--- config.mk ---
export PLATFORM = sky130hd
export DESIGN_NAME = wb_initiator
export DESIGN_NICKNAME = d
export VERILOG_FILES = /design/src/rtl/wb_initiator_pkg.sv /design/src/rtl/wb_timeout_counter.sv /design/src/rtl/wb_initiator.sv
export SDC_FILE = /design/constraint.sdc
export NUM_CORES = 1
export LEC_CHECK = 0
export ABC_AREA = 1
export ABC_CLOCK_PERIOD_IN_PS = 1400
export BUFFER_PORTS_ARGS = -buffer_cell sky130_fd_sc_hd__buf_4
export CAP_MARGIN = 20
export CORE_MARGIN = 8
export CORE_UTILIZATION = 40
export DETAILED_ROUTE_END_ITERATION = 8
export PLACE_DENSITY = 0.72
export SYNTH_ARGS = -nofsm -noshare
export SYNTH_HDL_FRONTEND = slang
export SYNTH_SLANG_ARGS = --single-unit
export TNS_END_PERCENT = 10
--- constraint.sdc ---
create_clock -name wb_clk_i -period 1.4 [get_ports wb_clk_i]
set_clock_uncertainty 0.1 [all_clocks]
set_input_delay 0.07 -clock wb_clk_i [delete_from_list [all_inputs] [get_ports wb_clk_i]]
set_output_delay 0.07 -clock wb_clk_i [all_outputs]
set_load 0.03 [all_outputs]
--- src/rtl/wb_initiator_pkg.sv ---
// Shared types and constants for the Wishbone command initiator.
// Latency: n/a (declarations only).
// Backpressure: n/a (declarations only).
package wb_initiator_pkg;

    // Initiator FSM: accept a command, run one bus cycle, hold the response.
    typedef enum logic [1:0] {
        ST_IDLE = 2'd0,
        ST_REQ  = 2'd1,
        ST_RSP  = 2'd2
    } state_e;

    localparam int DEFAULT_TIMEOUT_CYCLES = 255;

    // Register map of the fibonacci peripheral this initiator usually talks to.
    localparam logic [7:0] FIB_NR_OFS    = 8'h00;
    localparam logic [7:0] FIB_ID_OFS    = 8'h04;
    localparam logic [7:0] FIB_ON_OFS    = 8'h0C;
    localparam logic [7:0] FIB_OFF_OFS   = 8'h10;
    localparam logic [7:0] FIB_VAL_OFS   = 8'h14;
    localparam logic [7:0] FIB_WRITE_OFS = 8'h18;
    localparam logic [7:0] FIB_READ_OFS  = 8'h1C;
    localparam logic [7:0] FIB_PANIC_OFS = 8'h20;

    // ASCII "Fibo"
    localparam logic [31:0] FIB_ID_VALUE = 32'h4669626F;

    // Bits needed to count 0..limit inclusive.
    function automatic int cnt_width(input int limit);
        return $clog2(limit + 1);
    endfunction

endpackage

--- src/rtl/wb_timeout_counter.sv ---
// Saturating REQ-cycle counter; flags the cycle whose edge completes LIMIT cycles.
// Latency: expired is combinational from the count, valid in the LIMIT-th enabled cycle.
// Backpressure: none; counts whenever enable is high, saturates instead of wrapping.
module wb_timeout_counter
    import wb_initiator_pkg::*;
#(
    parameter int LIMIT = DEFAULT_TIMEOUT_CYCLES
) (
    input  logic wb_clk_i,
    input  logic wb_rst_ni,
    input  logic clear,
    input  logic enable,
    output logic expired
);

    localparam int CNT_W = cnt_width(LIMIT);
    localparam logic [CNT_W-1:0] CNT_MAX  = CNT_W'(LIMIT);
    localparam logic [CNT_W-1:0] CNT_LAST = CNT_W'(LIMIT - 1);

    logic [CNT_W-1:0] cnt_q;

    // Count enabled cycles, holding at LIMIT so the value never wraps.
    always_ff @(posedge wb_clk_i or negedge wb_rst_ni) begin
        if (!wb_rst_ni) begin
            cnt_q <= '0;
        end else if (clear) begin
            cnt_q <= '0;
        end else if (enable && (cnt_q != CNT_MAX)) begin
            cnt_q <= cnt_q + CNT_W'(1);
        end
    end

    // The coming edge is the one that brings the count to LIMIT.
    assign expired = enable && (cnt_q == CNT_LAST);

endmodule

--- src/rtl/wb_initiator.sv ---
// Single-outstanding command-to-Wishbone-classic initiator (timeout via WB_INITIATOR_TIMEOUT_EN).
// Latency: cmd accepted at edge N, stb in cycle N+1, earliest rsp_valid_o in cycle N+2.
// Backpressure: cmd_ready_o low from accept until response handshake; response held until rsp_ready_i.
module wb_initiator
    import wb_initiator_pkg::*;
#(
    parameter int TIMEOUT_CYCLES = DEFAULT_TIMEOUT_CYCLES,
    parameter int ADR_W          = 32
) (
    input  logic             wb_clk_i,
    input  logic             wb_rst_ni,
    input  logic             cmd_valid_i,
    output logic             cmd_ready_o,
    input  logic             cmd_we_i,
    input  logic [ADR_W-1:0] cmd_adr_i,
    input  logic [31:0]      cmd_dat_i,
    input  logic [3:0]       cmd_sel_i,
    output logic             rsp_valid_o,
    input  logic             rsp_ready_i,
    output logic [31:0]      rsp_dat_o,
    output logic             rsp_err_o,
    output logic             wbm_cyc_o,
    output logic             wbm_stb_o,
    output logic             wbm_we_o,
    output logic [ADR_W-1:0] wbm_adr_o,
    output logic [31:0]      wbm_dat_o,
    output logic [3:0]       wbm_sel_o,
    input  logic             wbm_ack_i,
    input  logic [31:0]      wbm_dat_i
);

    state_e           state_q, state_d;
    logic             rdy_en_q;
    logic             we_q;
    logic [ADR_W-1:0] adr_q;
    logic [31:0]      dat_q;
    logic [3:0]       sel_q;
    logic [31:0]      rsp_dat_q;
    logic             rsp_err_q;
    logic             cmd_fire;
    logic             ack_hit;
    logic             timeout_hit;

    assign cmd_fire = cmd_valid_i && cmd_ready_o;
    // Acks arriving outside a bus cycle are stray and must not move the FSM.
    assign ack_hit  = (state_q == ST_REQ) && wbm_ack_i;

`ifdef WB_INITIATOR_TIMEOUT_EN
    wb_timeout_counter #(
        .LIMIT (TIMEOUT_CYCLES)
    ) u_timeout (
        .wb_clk_i  (wb_clk_i),
        .wb_rst_ni (wb_rst_ni),
        .clear     (state_q != ST_REQ),
        .enable    (state_q == ST_REQ),
        .expired   (timeout_hit)
    );
`else
    // Without the timeout the bus cycle waits for ack forever.
    logic unused_timeout_cfg;
    assign unused_timeout_cfg = (TIMEOUT_CYCLES > 0);
    assign timeout_hit        = 1'b0;
`endif

    // Next-state: one bus cycle per command, ack beats a simultaneous timeout.
    always_comb begin
        state_d = state_q;
        case (state_q)
            ST_IDLE: if (cmd_fire)                 state_d = ST_REQ;
            ST_REQ:  if (ack_hit || timeout_hit)   state_d = ST_RSP;
            ST_RSP:  if (rsp_ready_i)              state_d = ST_IDLE;
            default:                               state_d = ST_IDLE;
        endcase
    end

    // State register; reset abandons any transaction in flight.
    always_ff @(posedge wb_clk_i or negedge wb_rst_ni) begin
        if (!wb_rst_ni) begin
            state_q <= ST_IDLE;
        end else begin
            state_q <= state_d;
        end
    end

    // Keeps cmd_ready_o low while in reset and until the first edge after release.
    always_ff @(posedge wb_clk_i or negedge wb_rst_ni) begin
        if (!wb_rst_ni) begin
            rdy_en_q <= 1'b0;
        end else begin
            rdy_en_q <= 1'b1;
        end
    end

    // Holding registers drive the bus; they only load in IDLE so the cycle sees stable values.
    always_ff @(posedge wb_clk_i or negedge wb_rst_ni) begin
        if (!wb_rst_ni) begin
            we_q  <= 1'b0;
            adr_q <= '0;
            dat_q <= '0;
            sel_q <= '0;
        end else if (cmd_fire) begin
            we_q  <= cmd_we_i;
            adr_q <= cmd_adr_i;
            dat_q <= cmd_we_i ? cmd_dat_i : 32'h0;
            sel_q <= cmd_sel_i;
        end
    end

    // Response capture at the edge that ends the bus cycle; held through RSP.
    always_ff @(posedge wb_clk_i or negedge wb_rst_ni) begin
        if (!wb_rst_ni) begin
            rsp_dat_q <= '0;
            rsp_err_q <= 1'b0;
        end else if (ack_hit) begin
            rsp_dat_q <= we_q ? 32'h0 : wbm_dat_i;
            rsp_err_q <= 1'b0;
        end else if ((state_q == ST_REQ) && timeout_hit) begin
            rsp_dat_q <= 32'h0;
            rsp_err_q <= 1'b1;
        end
    end

    assign cmd_ready_o = (state_q == ST_IDLE) && rdy_en_q;
    assign wbm_cyc_o   = (state_q == ST_REQ);
    assign wbm_stb_o   = (state_q == ST_REQ);
    assign wbm_we_o    = we_q;
    assign wbm_adr_o   = adr_q;
    assign wbm_dat_o   = dat_q;
    assign wbm_sel_o   = sel_q;
    assign rsp_valid_o = (state_q == ST_RSP);
    assign rsp_dat_o   = rsp_dat_q;
    // Constant 0 when the timeout is compiled out, since nothing ever sets it.
    assign rsp_err_o   = rsp_err_q;

endmodule

==> flow_metrics.env <==
export IMPL_status="complete, but fails checks"
export IMPL_failed_checks="negative setup slack"
export IMPL_numCtsBuffers=9
export IMPL_p_clk_frac=0.173
export IMPL_worstHoldStart="cmd_valid_i"
export IMPL_vias=5052
export IMPL_yosysWarnings=0
export IMPL_pwr_share_comb=0.490
export IMPL_dieArea_mm2=0.0151
export IMPL_syn2layout_area_growth_pct=71.6
export IMPL_row_count=39
export IMPL_total_power_w=0.0141
export IMPL_place_congestion=0.808
export IMPL_hp_class="primary input to flip-flop"
export IMPL_grt_pass1_vias=5411
export IMPL_startpoint="state_q[0]$_DFFE_PN0P_"
export IMPL_avgViaCountPerCell=5.16
export IMPL_post_route_util=0.697
export IMPL_r2r_slack_ns=-0.05
export IMPL_hold_viol=0
export IMPL_max_freq_mhz=688
export IMPL_drtPass1Iterations=5
export IMPL_core_area_mm2=0.0113
export IMPL_timing_rr_start="state_q[0]$_DFFE_PN0P_"
export IMPL_synth_compound_area_frac=0.00328
export IMPL_ys_types=16
export IMPL_multi_input_area_mm2=0.00164
export IMPL_power_density_mw_per_mm2=1800
export IMPL_worstPathMaxFanout=28
export IMPL_synth_area_mux_share=0
export IMPL_ioPinCount=212
export IMPL_period_needed_ns=1.45
export IMPL_finalSetupViolCount=45
export IMPL_fin_cells=979
export IMPL_crit_arrival_ns=1.58
export IMPL_power_leakage_nw=4.33
export IMPL_finalMaxSlewViolations=0
export IMPL_wl_per_cell_um=17.9
export IMPL_clockRootBuffer="clkbuf_16"
export IMPL_syn_area_per_cell_um2=8.59
export IMPL_cts_tree="yes"
export IMPL_synthXorXnorAreaFrac=0
export IMPL_post_place_ws_ns=0.0189
export IMPL_endpoint_kind="flip-flop"
export IMPL_ir_drop_mv=1.13
export IMPL_tns_ns=-0.879
export IMPL_p_int_w=0.00811
export IMPL_initial_core_util=0.406
export IMPL_path_clk_slew_ns=0.07
export IMPL_grt_use_total=0.225
export IMPL_clk_path_buf_depth=2
export IMPL_rsz0062_at_grt="true"
export IMPL_clock_latency_ns=0.34
export IMPL_routed_wirelength_mm=17.6
export IMPL_clock_sinks=104
export IMPL_power_switching_w=0.00604
export IMPL_startpoint_type="flip-flop"
export IMPL_synth_fp_nets=639
export IMPL_finalWorstSetupSlack_ns=-0.0537
export IMPL_final_common_cell="nand2_1"
export IMPL_antenna_found_initial=0
export IMPL_p_sw_frac=0.427
export IMPL_dp_hpwl_mm=10.3
export IMPL_r2r_end="wbm_dat_o[7]$_DFFE_PN0P_"
export IMPL_syn_inst=533
export IMPL_final_cell_mix="226 x nand2_1, 211 x buf_4, 102 x dlygate4sd3_1"
export IMPL_yosys_register_bits=104
export IMPL_fp_dieW_um=123
export IMPL_syn_area_mm2=0.00458
export IMPL_crit_type="flip-flop to flip-flop"
export IMPL_cp_data_required_time_ns=1.53
export IMPL_drive_gt1_frac=0.315
export IMPL_worstHoldPathCells=3
export IMPL_portBuffers=210
export IMPL_grt_first_pass_wirelength_mm=27.0
export IMPL_drtIter0Drc=487
export IMPL_yosys_area_share_adder=0
export IMPL_htreeDepth=3
export IMPL_reg2regPathDepth=6
export IMPL_synth_simple_gate_area_frac=0.342
export IMPL_drv_cap=0
export IMPL_fillCellCount=814
export IMPL_drc_errors=0
export IMPL_seq_area_frac_synth=0.568
export IMPL_grt_max_degree=64
export IMPL_ant_nets=0
export IMPL_grt_overflow=0
export IMPL_holdPathEnd="wbm_dat_o[25]$_DFFE_PN0P_"
export IMPL_dpl_cell_count=850
export IMPL_seqCellArea_mm2=0.00261
export IMPL_period_share=1.04
export IMPL_synth_top_family_by_area="simple AND/OR/NAND/NOR gates"
export IMPL_nNetsFinal=937
export IMPL_die_h_um=123
export IMPL_pwr_share_seq=0.337
critical path, stage by stage, from the launching register on:
cell and delay, ns:
dfrtp_2 0.43, buf_6 0.13, nor2_4 0.16, nand3_4 0.13
clkbuf_16 0.23, nand2_1 0.08, nand2_1 0.06
cells in the mapped netlist:
master	instances	area share
buf_1	2	0.0016
buf_2	19	0.021
buf_4	7	0.011
buf_6	3	0.0074
clkbuf_1	18	0.015
conb_1	2	0.0016
dfrtp_1	104	0.57
inv_1	35	0.029
nand2_1	234	0.19
nand2_4	1	0.0025
nand3_2	1	0.0022
nand4_1	101	0.14
nor2_1	1	0.00082
nor2_4	2	0.0049
nor3b_1	1	0.0016
o31ai_1	2	0.0033
repair_timing:
action / 4_1_cts / 5_1_grt
hold endpoints to repair: 205 / 0
pin swaps: 3 / 4
resized for setup: 12 / 17
endpoints found under the setup margin: 4 / 107
buffers inserted: 6 / 0
gates cloned: 2 / 3
hold buffers: 102 / 0
per-layer routing:
layer | global-route usage | up-vias | wire [um]
li1 | - | 2338 | -
met1 | 0.256 | 2410 | 6630
met2 | 0.371 | 249 | 8770
met3 | 0.0557 | 55 | 1380
met4 | 0.147 | 0 | 787
met5 | 0 | - | 0
how the worst max path moves through the flow:
stage | endpoint | slack (ns)
floorplan | cmd_ready_o | 0.02
global placement | wbm_adr_o[12]$_DFFE_PN0P_ | 0.07
detailed placement | rsp_dat_o[27]$_DFFE_PN0P_ | 0.02
CTS | cmd_ready_o | -0.04
global route | cmd_ready_o | -0.11
finish | wbm_dat_o[7]$_DFFE_PN0P_ | -0.05
through the flow:
stage          hold slack [ns]  instance area [um2]
2_1_floorplan           -0.326                 4580
3_3_place_gp          -0.00485                 6270
3_5_place_dp          0.000625                 6270
4_1_cts                 0.0234                 7720
5_1_grt                 0.0488                 7850
6_report                0.0382                 7860
registers in the layout, summed over array words and instances, names as in the netlist:
name,flops
rsp_dat_o,32
wbm_dat_o,32
state_q,2
wbm_sel_o,4
rdy_en_q,1
wbm_adr_o,32
wbm_we_o,1
cell type report:
class / count / area share
inverters: 35 / 0.0167
multi-input cells: 345 / 0.208
repair buffers: 336 / 0.385
flip-flops and latches: 104 / 0.332
clock inverters: 3 / 0.00573
well taps: 143 / 0.0228
clock buffers: 11 / 0.0296
diodes: 2 / 0.000637
power groups by stage:
stage	clock, W	combinational, W	sequential [W]
finish	0.00244	0.00693	0.00477
global route	0.00261	0.00735	0.00490
CTS	0.00248	0.00670	0.00475
detailed placement	0	0.00621	0.00477
global placement	0	0.00609	0.00475
floorplan	0	0.00148	0.00677
cells by family (layout without fill, tap and decap cells):
family                 Yosys count  count (layout)
other                            2               4
DFF                            104             104
buffers and inverters           84             385
and+or+nand+nor                341             341
AOI/OAI and AO/OA                2               2
Note: power is estimated with default switching activity, not from simulation.
